$ cat src/rtl/div_unit.sv
// Iterative radix-2 restoring divider for DIV/DIVU; 32 iterations, returns {remainder, quotient}.
// Holds the pipeline through busy while a division is in flight; annul aborts without a result.
module div_unit (
   input  logic        clk,
   input  logic        rst,
   input  logic [31:0] a,
   input  logic [31:0] b,
   input  logic        sign,
   input  logic        start,
   input  logic        annul,
   output logic [63:0] result,
   output logic        ready,
   output logic        busy
);

   typedef enum logic [1:0] {
      IDLE    = 2'd0,
      ON      = 2'd1,
      DIVZERO = 2'd2,
      END     = 2'd3
   } state_t;

   state_t      state_r, state_s;
   logic [31:0] rem_r, quo_r, dvs_r;
   logic        neg_q_r, neg_r_r;
   logic [4:0]  cnt_r;
   logic        load_s, iter_s, wr_s, wr_zero_s;
   logic [32:0] shifted_s, trial_s;
   logic [31:0] rem_next_s, quo_next_s, rem_fix_s, quo_fix_s;

   function automatic logic [31:0] neg32(input logic [31:0] v);
      return ~v + 32'd1;
   endfunction

   function automatic logic [31:0] abs32(input logic [31:0] v);
      return v[31] ? neg32(v) : v;
   endfunction

   // One restoring step; the trial difference never exceeds 32 magnitude bits, so bit 32 is its sign
   assign shifted_s  = {rem_r, quo_r[31]};
   assign trial_s    = shifted_s - {1'b0, dvs_r};
   assign rem_next_s = trial_s[32] ? shifted_s[31:0] : trial_s[31:0];
   assign quo_next_s = {quo_r[30:0], ~trial_s[32]};
   assign quo_fix_s  = neg_q_r ? neg32(quo_next_s) : quo_next_s;
   assign rem_fix_s  = neg_r_r ? neg32(rem_next_s) : rem_next_s;

   // State register
   always_ff @(posedge clk) begin
      if (rst) begin
         state_r <= IDLE;
      end else begin
         state_r <= state_s;
      end
   end

   // Next-state and datapath control; annul wins over every normal transition
   always_comb begin
      state_s   = state_r;
      load_s    = 1'b0;
      iter_s    = 1'b0;
      wr_s      = 1'b0;
      wr_zero_s = 1'b0;
      case (state_r)
         IDLE: begin
            if (start && !annul) begin
               load_s  = 1'b1;
               state_s = (b == 32'd0) ? DIVZERO : ON;
            end else begin
               state_s = IDLE;
            end
         end
         ON: begin
            if (annul) begin
               state_s = IDLE;
            end else begin
               iter_s = 1'b1;
               if (cnt_r == 5'd31) begin
                  state_s = END;
                  wr_s    = 1'b1;
               end else begin
                  state_s = ON;
               end
            end
         end
         DIVZERO: begin
            if (annul) begin
               state_s = IDLE;
            end else begin
               state_s   = END;
               wr_zero_s = 1'b1;
            end
         end
         END:     state_s = IDLE;
         default: state_s = IDLE;
      endcase
   end

   // Operand latch and iteration registers
   always_ff @(posedge clk) begin
      if (rst) begin
         rem_r   <= 32'd0;
         quo_r   <= 32'd0;
         dvs_r   <= 32'd0;
         neg_q_r <= 1'b0;
         neg_r_r <= 1'b0;
         cnt_r   <= 5'd0;
      end else if (load_s) begin
         rem_r   <= 32'd0;
         quo_r   <= sign ? abs32(a) : a;
         dvs_r   <= sign ? abs32(b) : b;
         neg_q_r <= sign & (a[31] ^ b[31]);
         neg_r_r <= sign & a[31];
         cnt_r   <= 5'd0;
      end else if (iter_s) begin
         rem_r <= rem_next_s;
         quo_r <= quo_next_s;
         cnt_r <= cnt_r + 5'd1;
      end else begin
         rem_r <= rem_r;
         quo_r <= quo_r;
         cnt_r <= cnt_r;
      end
   end

   // Registered outputs; result holds until the next entry into END
   always_ff @(posedge clk) begin
      if (rst) begin
         result <= 64'd0;
         ready  <= 1'b0;
         busy   <= 1'b0;
      end else begin
         if (wr_s) begin
            result <= {rem_fix_s, quo_fix_s};
         end else if (wr_zero_s) begin
            result <= 64'd0;
         end else begin
            result <= result;
         end
         ready <= (state_s == END);
         busy  <= (state_s == ON) || (state_s == DIVZERO);
      end
   end

endmodule

$ cat config.mk
export PLATFORM = sky130hd
export DESIGN_NAME = div_unit
export DESIGN_NICKNAME = d
export VERILOG_FILES = /design/src/rtl/div_unit.sv
export SDC_FILE = /design/constraint.sdc
export NUM_CORES = 1
export LEC_CHECK = 0
export BUFFER_PORTS_ARGS = -buffer_cell sky130_fd_sc_hd__buf_2
export CAP_MARGIN = 5
export CORE_MARGIN = 4
export CORE_UTILIZATION = 54
export DETAILED_ROUTE_END_ITERATION = 12
export PLACE_DENSITY_LB_ADDON = 0.1
export SLEW_MARGIN = 0
export SYNTH_ARGS = -nofsm -noshare
export SYNTH_HDL_FRONTEND = slang
export SYNTH_SLANG_ARGS = --single-unit
$ cat constraint.sdc
create_clock -name clk -period 4.9 [get_ports clk]
set_clock_uncertainty 0.2 [all_clocks]
set_input_delay 1.47 -clock clk [delete_from_list [all_inputs] [get_ports clk]]
set_output_delay 1.47 -clock clk [all_outputs]
set_load 0.05 [all_outputs]
==> Word level (Yosys, flattened, before mapping) <==
Index checks and enable logic that the tools add are counted.
{ "totals": {"input_bits": 69, "register_bits": 171, "out_inout_bits": 66} }
{ "classes": {"bitwise_logic": 8, "eq_ne": 7, "n_addsub": 6, "n_reduce_logical": 8, "muxes": 25} }
{ "ops": {"columns": ["op", "count"], "rows": [
  ["$mux 32", 9],
  ["$add 32x1->32 const B", 4],
  ["$mux 64", 2],
  ["$not 32->32", 4],
  ["$sub 33x32->33", 1],
  ["$logic_not 32->1", 1],
  ["$mux 2", 5],
  ["$eq 2x2->1 const B", 4],
  ["$mux 1", 8],
  ["$pmux 2 s4", 1],
  ["$add 5x1->5 const B", 1],
  ["$eq 5x5->1 const B", 1],
  ["$eq 2x1->1 const B", 2],
  ["$reduce_bool 2->1", 2],
  ["$and 1x1->1", 2],
  ["$logic_not 2->1", 1],
  ["$reduce_or 2->1", 1],
  ["$logic_and 1x1->1", 1],
  ["$logic_not 1->1", 1],
  ["$logic_or 1x1->1", 1],
  ["$not 1->1", 1],
  ["$xor 1x1->1", 1]
]} }

==> Longest topological paths before layout <==
Gate-level depths: netlist of run 1.
{ "logic_depth": {"word_depth": 6, "depth_mapped": 26} }

==> Worst setup path before layout of run 1 <==
Ideal clock, no wire load.
{ "synth_path": {"path_type": "reg2reg", "start": "register quo_r[31]", "end": "register result[26]", "setup_time_ns": 0.128, "period_less_slack_ns": 5.031, "path_slack_ns": -0.131, "arrival_time_ns": 4.703, "required_time_ns": 4.572, "stages_incl_launch_ff": 24, "path_cell_list": "dfxtp_1 > inv_1 > ha_1 > fa_1 > nor2b_1 > o31ai_4 > a21oi_1 > o211ai_1 > a21oi_2 > o21a_4 > nor2_4 > inv_2 > buf_4 > buf_2 > buf_2 > ha_1 > or3b_2 > nor4_1 > nand3b_1 > o21ai_1 > o21ai_0 > xor2_1 > a22oi_1 > nor2_1"} }
{ "synth_between": {"elab_chain_len": 6} }
{ "synth_rtl": {"columns": ["element", "line_no", "text"], "rows": [
  ["start, declared", "24", "logic [31:0] rem_r, quo_r, dvs_r;"],
  ["start signal, assigned", "109", "quo_r <= sign ? abs32(a) : a;"],
  ["start signal, assigned", "116", "quo_r <= quo_next_s;"],
  ["start signal, assigned", "120", "quo_r <= quo_r;"],
  ["$sub 33x32->33", "41", "assign trial_s = shifted_s - {1'b0, dvs_r};"],
  ["$not 1->1", "43", "assign quo_next_s = {quo_r[30:0], ~trial_s[32]};"],
  ["$not 32->32", "32", "return ~v + 32'd1;"],
  ["$add 32x1->32", "32", null],
  ["$mux 32", "44", "assign quo_fix_s = neg_q_r ? neg32(quo_next_s) : quo_next_s;"],
  ["$mux 64", "132", "if (wr_s) begin"],
  ["end signal, assigned", "133", "result <= {rem_fix_s, quo_fix_s};"],
  ["end signal, assigned", "137", "result <= result;"],
  ["end, declared", "11", "output logic [63:0] result,"]
]} }
No other way between the ends.
A chain may end at the register's enable or synchronous reset.

==> Final worst setup path of run 1 <==
{ "layout_path": {"start": "register quo_r[31]", "end": "register result[54]"} }
{ "layout_between": {"elab_chain_len": 6} }
{ "layout_rtl": {"columns": ["element", "line_no", "text"], "rows": [
  ["$sub 33x32->33", "41", null],
  ["$mux 32 *", "42", "assign rem_next_s = trial_s[32] ? shifted_s[31:0] : trial_s[31:0];"],
  ["$not 32->32", "32", null],
  ["$add 32x1->32", "32", null],
  ["$mux 32 *", "45", "assign rem_fix_s = neg_r_r ? neg32(rem_next_s) : rem_next_s;"],
  ["$mux 64 *", "132", null]
]} }
Every way passes the cells marked *; elsewhere a longest branch is shown, timed or not.

==> results.json, run 1 <==
{
  "synth_seq_area_share": 0.304,
  "leakagePower_nw": 5.12,
  "synth_nets": 1550,
  "synth_area_um2": 11300,
  "drive_gt1_frac": 0.161,
  "max-cap-violations": 0,
  "gpl.final_weighted_congestion": 0.923,
  "worst_ir_drop_vdd_mv": 0.243,
  "drt_drc_violations_left": 0,
  "synth_top_area_cell": "sky130_fd_sc_hd__dfxtp_1",
  "worstMarginPinSlew_ns": 1.03,
  "final_period_minus_worst_setup_slack_ns": 4.62,
  "yosys_warnings": 0,
  "report.power.total_w": 0.00415,
  "final.period_utilization": 0.944,
  "timing.final.max_slew_violations": 0,
  "grt_pass1_vias": 9574,
  "die_y_um": 152,
  "grt.total_usage": 0.260,
  "timing.slew.headroom": 0.310,
  "synth-edff-count": 0,
  "drt-wirelength-per-cell_um": 17.3,
  "fin_tns_setup_ns": 0,
  "core-area_um2": 20400,
  "setup_viol_count_final": 0,
  "num_vias": 10800,
  "holdCritPathClass": "register to register",
  "syn-instance-count": 1441,
  "cts_inserted_buffers": 17,
  "grt_first_pass_wirelength_um": 50600,
  "detail_route.iter0.violations": 1022,
  "async_flop_share": 0,
  "synth_top_family_by_area": "compound AO/OA/AOI/OAI gates",
  "fraction_of_the_mapped_netlist_area_in_compound_gates": 0.272,
  "fp-row-count": 52,
  "boundaryPins": 135,
  "yosys.area_share.xor_xnor": 0.107,
  "cts_tree": "done",
  "critical_path_class": "register to register",
  "run_status": "complete, no violations",
  "ctsHtreeMaxLevel": 4,
  "synth_area_per_cell_um2": 7.81,
  "finalWirelength_um": 31700,
  "timing.critical_path.to_type": "register",
  "finalHoldViolCount": 0,
  "synth.ff_latch_count": 171,
  "area.growth.synth_to_final_pct": 14.6,
  "p_per_area_nw_per_um2": 322,
  "floorplan.die_area_um2": 23200,
  "cts.path.max_buffers": 2,
  "dpl.hpwl_um": 24000,
  "antenna_cells_inserted": 0,
  "fmaxAchievable_mhz": 216,
  "path_clk_slew_ns": 0.07,
  "cp_data_arrival_time_ns": 4.75,
  "die_x_um": 152,
  "detailedRoute.firstPassIterationCount": 5,
  "yosys_most_used_dff": "sky130_fd_sc_hd__dfxtp_1",
  "synth-adder-area-share": 0.0451,
  "fraction_of_synthesized_area_in_multiplexers": 0.0242,
  "drt.antenna.violating_nets": 0,
  "worst_ep_required_time_ns": 5.03,
  "most-common-layout-cells": "170 x sky130_fd_sc_hd__dfxtp_1, 157 x sky130_fd_sc_hd__nor2_1, 145 x sky130_fd_sc_hd__nand2_1",
  "clock-root-buffer": "sky130_fd_sc_hd__clkbuf_16",
  "start_util": 0.553,
  "critPathMaxFanout": 10,
  "synthSimpleGateAreaFrac": 0.199,
  "design.final.nets": 1661,
  "worst_setup_path_start_kind": "register",
  "globalRoute.totalOverflow": 0,
  "yosys-top-cells-area": "sky130_fd_sc_hd__dfxtp_1 30%, sky130_fd_sc_hd__xnor2_1 5.8%, sky130_fd_sc_hd__nor2_1 5.3%, sky130_fd_sc_hd__a21oi_1 5.1%, sky130_fd_sc_hd__nand2_1 4.8%",
  "synth_top_area_frac": 0.304,
  "final_common_cell": "sky130_fd_sc_hd__dfxtp_1",
  "port_buffers": 134,
  "largest_net_degree_at_the_start_of_global_routing": 82,
  "antenna_found_initial": 0,
  "tritoncts_num_sinks": 171,
  "detailed_route_vias_per_instance": 5.89,
  "synth.distinct_cells": 77,
  "clock_latency_ns": 0.43
}
[final cells by class]
type	count	area [µm²]
flip-flops and latches	171	3420
multi-input cells	1130	7320
clock buffers	19	443
repair buffers	180	1020
inverters	52	195
well taps	270	338
fillers	1867	7470
clock inverters	13	150
[state kept, by name (all words and copies together) (netlist names)]
name     flops
cnt_r        5
dvs_r       32
rem_r       32
neg_q_r      1
ready        1
busy         1
quo_r       32
result      64
state_r      2
neg_r_r      1
[stage by stage]
stage | setup WS [ns] | area (µm²) | hold slack, ns | std cells | util
2_1_floorplan | 0.000373 | 11300 | 0.232 | 1441 | -
3_3_place_gp | 0.257 | 12200 | 0.243 | 1795 | 0.600
3_5_place_dp | 0.131 | 12200 | 0.245 | 1795 | 0.600
4_1_cts | 0.121 | 12800 | 0.254 | 1827 | 0.629
5_1_grt | -0.0172 | 12900 | 0.276 | 1835 | 0.633
6_report | 0.276 | 12900 | 0.253 | 1835 | 0.633
[cells by family after synthesis]
group	Yosys count
multiplexers	27
adder cells (fa/ha/maj)	40
AND/OR/NAND/NOR	477
buffers and inverters	140
flip-flops	171
XOR/XNOR	137
AO/OA/AOI/OAI	449
[Yosys cell counts (all sizes together), types with 17 or more instances]
| cell | n |
|---|---|
| dfxtp | 171 |
| nor2 | 161 |
| nand2 | 145 |
| a21oi | 117 |
| o21ai | 84 |
| clkbuf | 76 |
| xnor2 | 75 |
| a22oi | 65 |
| xor2 | 62 |
| a211oi | 54 |
| inv | 52 |
| ha | 39 |
| nor3 | 29 |
| a22o | 28 |
| or3 | 26 |
| mux2i | 25 |
| nand3 | 20 |
| o31ai | 19 |
| nor4 | 17 |
[path summary, 6_finish.rpt]
check / from / end / cells past startpoint / slack [ns]
max: quo_r[31]$_SDFFE_PP0P_ / result[54]$_SDFFE_PP0N_ / 23 / 0.28
min: dvs_r[31]$_SDFFE_PP0P_ / dvs_r[31]$_SDFFE_PP0P_ / 2 / 0.25
min reg2reg: dvs_r[31]$_SDFFE_PP0P_ / dvs_r[31]$_SDFFE_PP0P_ / 2 / 0.25
max reg2reg: quo_r[31]$_SDFFE_PP0P_ / result[54]$_SDFFE_PP0N_ / 23 / 0.28
[worst max-delay path, cell delays in order (launching register included)]
cell and delay (ns):
sky130_fd_sc_hd__dfxtp_1 0.34, sky130_fd_sc_hd__inv_1 0.06, sky130_fd_sc_hd__ha_1 0.22, sky130_fd_sc_hd__fa_1 0.42, sky130_fd_sc_hd__nor2b_2 0.20, sky130_fd_sc_hd__o31ai_4 0.08, sky130_fd_sc_hd__a21oi_1 0.19, sky130_fd_sc_hd__o211ai_1 0.15
sky130_fd_sc_hd__a21oi_2 0.30, sky130_fd_sc_hd__o21a_4 0.22, sky130_fd_sc_hd__nor2_4 0.05, sky130_fd_sc_hd__inv_2 0.15, sky130_fd_sc_hd__nor2_1 0.06, sky130_fd_sc_hd__a21oi_1 0.17, sky130_fd_sc_hd__ha_1 0.22, sky130_fd_sc_hd__nand3b_1 0.12
sky130_fd_sc_hd__nor3_2 0.23, sky130_fd_sc_hd__nand4_1 0.17, sky130_fd_sc_hd__a22oi_2 0.24, sky130_fd_sc_hd__nand4_1 0.22, sky130_fd_sc_hd__buf_4 0.20, sky130_fd_sc_hd__nand2_1 0.06, sky130_fd_sc_hd__xnor2_1 0.06, sky130_fd_sc_hd__a22o_1 0.19
[report_power, final]
part	internal (W)	switching (W)
clock network	0.000739	0.000640
registers	0.00143	0.0000521
logic	0.000482	0.000807
total	0.00265	0.00150
[what timing repair did]
item / CTS / global route
setup endpoints to repair: 0 / 8
hold buffers: 0 / 0
resized for setup: 0 / 7
buffers inserted: 0 / 8
[routing by layer]
| metal | track usage | vias up | wire, µm |
|---|---|---|---|
| li1 | - | 5427 | - |
| met1 | 0.424 | 4931 | 15900 |
| met2 | 0.360 | 431 | 12800 |
| met3 | 0.0383 | 25 | 2720 |
| met4 | 0.0462 | 0 | 286 |
| met5 | 0 | - | 0 |
Power figures use the tool's default switching activity.
==> inputs of run 2 (changes only) <==
--- a/config.mk
+++ b/config.mk
@@ -11,6 +11,7 @@
 export CORE_UTILIZATION = 54
 export DETAILED_ROUTE_END_ITERATION = 12
 export PLACE_DENSITY_LB_ADDON = 0.1
+export RECOVER_POWER = 50
 export SLEW_MARGIN = 0
 export SYNTH_ARGS = -nofsm -noshare
 export SYNTH_HDL_FRONTEND = slang
==> run 2 against run 1 <==
  * The flow now finishes with violations (max-capacitance violations, max-slew violations)
  * Maximum frequency grew 0.12%
  * Die area did not move
  * Cell count did not move
  * Largest cell class unchanged
  * Sequential power hardly changed
  * Global-route usage is the same
  * Non-clock buffer count unchanged
  * Largest power group unchanged
  * Clock-buffer cell count unchanged
  * Combinational power hardly changed
  * Via count grew 0.39%
  * Routed wire length up 0.42%
  * Worst hold slack better by 0.0020 ns
==> results.json, run 2 (synthesis gave the netlist of run 1 again) <==
{
  "critical_path_class": "register to register",
  "p_per_area_nw_per_um2": 325,
  "worst_path_largest_cell_delay_ns": 0.42,
  "worst_hold_slack_ns": 0.255,
  "timing.critical_path.cells": "inv_1 -> ha_1 -> fa_1 -> nor2b_2 -> o31ai_4 -> a21oi_1 -> o211ai_1 -> a21oi_2 -> o21a_4 -> nor2_4 -> inv_2 -> nor2_1 -> a21oi_1 -> ha_1 -> nand3b_1 -> nor3_2 -> nand4_1 -> a22oi_2 -> nand4_1 -> buf_4 -> nand2_1 -> xnor2_1 -> a22o_1",
  "critical_path.reg2reg.endpoint": "result[54]$_SDFFE_PP0N_",
  "num_vias": 10900,
  "tritoncts_num_sinks": 171,
  "grt_first_pass_wirelength_um": 50600,
  "die_y_um": 152,
  "startpoint_of_the_most_critical_register_to_register_path": "quo_r[31]$_SDFFE_PP0P_",
  "leakagePower_nw": 4.81,
  "floorplan.die_area_um2": 23200,
  "fin_tns_setup_ns": 0,
  "worst_ir_drop_vdd_mv": 0.244,
  "core-area_um2": 20400,
  "port_buffers": 134,
  "clock-root-buffer": "sky130_fd_sc_hd__clkbuf_16",
  "antenna_found_initial": 0,
  "setup.reg_to_reg.worst_slack_ns": 0.28,
  "place_inst": 1795,
  "run_status": "complete, but fails checks",
  "largest_register_ff_count": 64,
  "registers.top_by_ff_count": "result",
  "detail_route.iter0.violations": 1027,
  "start_util": 0.553,
  "worst_ep_required_time_ns": 5.03,
  "design_area_um2": 12800,
  "final_common_cell": "sky130_fd_sc_hd__dfxtp_1",
  "drt.antenna.violating_nets": 0,
  "largest_net_degree_at_the_start_of_global_routing": 82,
  "detailed_route_vias_per_instance": 5.92,
  "timing.critical_path.max_delay_family": "compound AO/OA/AOI/OAI gates",
  "cts_tree": "done",
  "cp.buffers_inverters": 3,
  "finalHoldViolCount": 0,
  "timing.critical_path.to_type": "register",
  "failed_checks": "max-capacitance violations, max-slew violations",
  "ctsHtreeMaxLevel": 4,
  "dpl.hpwl_um": 24000,
  "final.period_utilization": 0.943,
  "die_x_um": 152,
  "holdCritPathClass": "register to register",
  "gpl.final_weighted_congestion": 0.923,
  "timing.final.max_slew_violations": 100,
  "grt.total_usage": 0.260,
  "drt_drc_violations_left": 0,
  "worstMarginPinSlew_ns": 2.30,
  "detailedRoute.firstPassIterationCount": 6,
  "fmaxAchievable_mhz": 217,
  "most-common-layout-cells": "170 x sky130_fd_sc_hd__dfxtp_1, 157 x sky130_fd_sc_hd__nor2_1, 145 x sky130_fd_sc_hd__nand2_1",
  "clock_latency_ns": 0.43,
  "cts_hold_buffers": 0,
  "area.growth.synth_to_final_pct": 13.6,
  "grt_pass1_vias": 9574,
  "drive_gt1_frac": 0.116,
  "fp-row-count": 52,
  "timing.reg2reg.worst_path_depth": 23,
  "design.final.nets": 1661,
  "finalWirelength_um": 31900,
  "instances_no_fill": 1835,
  "worst_setup_path_start_kind": "register",
  "antenna_cells_inserted": 0,
  "cp_data_arrival_time_ns": 4.74,
  "cts.path.max_buffers": 2,
  "final_period_minus_worst_setup_slack_ns": 4.62,
  "timing.slew.headroom": -0.534,
  "drt-wirelength-per-cell_um": 17.4,
  "worstHoldPathCells": 2,
  "setup_viol_count_final": 0,
  "critPathMaxFanout": 10,
  "boundaryPins": 135,
  "dpl-instance-area_um2": 12200,
  "cts_inserted_buffers": 17,
  "max-cap-violations": 2,
  "path_clk_slew_ns": 0.07,
  "hold_path.startpoint": "dvs_r[31]$_SDFFE_PP0P_",
  "timing.hold.worst_endpoint": "dvs_r[31]$_SDFFE_PP0P_",
  "globalRoute.totalOverflow": 0,
  "worst_path_max_delay_cell": "sky130_fd_sc_hd__fa_1"
}
-- run 2: final cells by class --
class / instances / area [µm²]
Clock buffer: 19 / 443
Clock inverter: 13 / 150
Fill cell: 1906 / 7580
Inverter: 52 / 195
Multi-Input combinational cell: 1130 / 7320
Sequential cell: 171 / 3420
Tap cell: 270 / 338
Timing Repair Buffer: 180 / 921
-- run 2: per-layer routing --
layer  part of all wire  global-route usage
met5                  0                   0
met3              0.082              0.0383
met2               0.40               0.360
met1               0.51               0.424
met4             0.0087              0.0462
-- run 2: worst max path at each step --
| stage | from | endpoint | slack, ns | cells past startpoint |
|---|---|---|---|---|
| 3_3_place_gp | quo_r[31]$_SDFFE_PP0P_ | result[62]$_SDFFE_PP0N_ | 0.26 | 22 |
| 5_1_grt | quo_r[31]$_SDFFE_PP0P_ | result[62]$_SDFFE_PP0N_ | -0.02 | 22 |
| 2_1_floorplan | quo_r[31]$_SDFFE_PP0P_ | result[26]$_SDFFE_PP0N_ | 0.0004 | 23 |
| 4_1_cts | quo_r[31]$_SDFFE_PP0P_ | result[60]$_SDFFE_PP0N_ | 0.12 | 22 |
| 6_report | quo_r[31]$_SDFFE_PP0P_ | result[54]$_SDFFE_PP0N_ | 0.28 | 23 |
| 3_5_place_dp | quo_r[31]$_SDFFE_PP0P_ | result[60]$_SDFFE_PP0N_ | 0.13 | 22 |
-- run 2: timing repair --
item / CTS / global route
setup endpoints to repair: 0 / 8
gates resized for setup: 0 / 7
hold endpoints to repair: 0 / 0
setup buffers: 0 / 8
-- run 2: worst min-delay path: stages (launching register included) --
cell and delay, ns:
sky130_fd_sc_hd__dfxtp_1 0.31, sky130_fd_sc_hd__nand2_1 0.05, sky130_fd_sc_hd__a21oi_1 0.05
-- run 2: per-stage QoR --
| stage | power [W] | worst slack, ns | util |
|---|---|---|---|
| 2_1_floorplan | 0.00241 | 0.000373 | - |
| 3_3_place_gp | 0.00274 | 0.257 | 0.600 |
| 3_5_place_dp | 0.00275 | 0.131 | 0.600 |
| 4_1_cts | 0.00412 | 0.121 | 0.629 |
| 5_1_grt | 0.00436 | -0.0172 | 0.628 |
| 6_report | 0.00415 | 0.282 | 0.628 |
-- run 2: where the power goes --
group / total [W] / leakage (nW) / internal [W] / switching [W]
logic: 0.00129 / 3.14 / 0.000482 / 0.000808
registers: 0.00148 / 1.39 / 0.00143 / 0.0000520
clock network: 0.00138 / 0.285 / 0.000739 / 0.000641
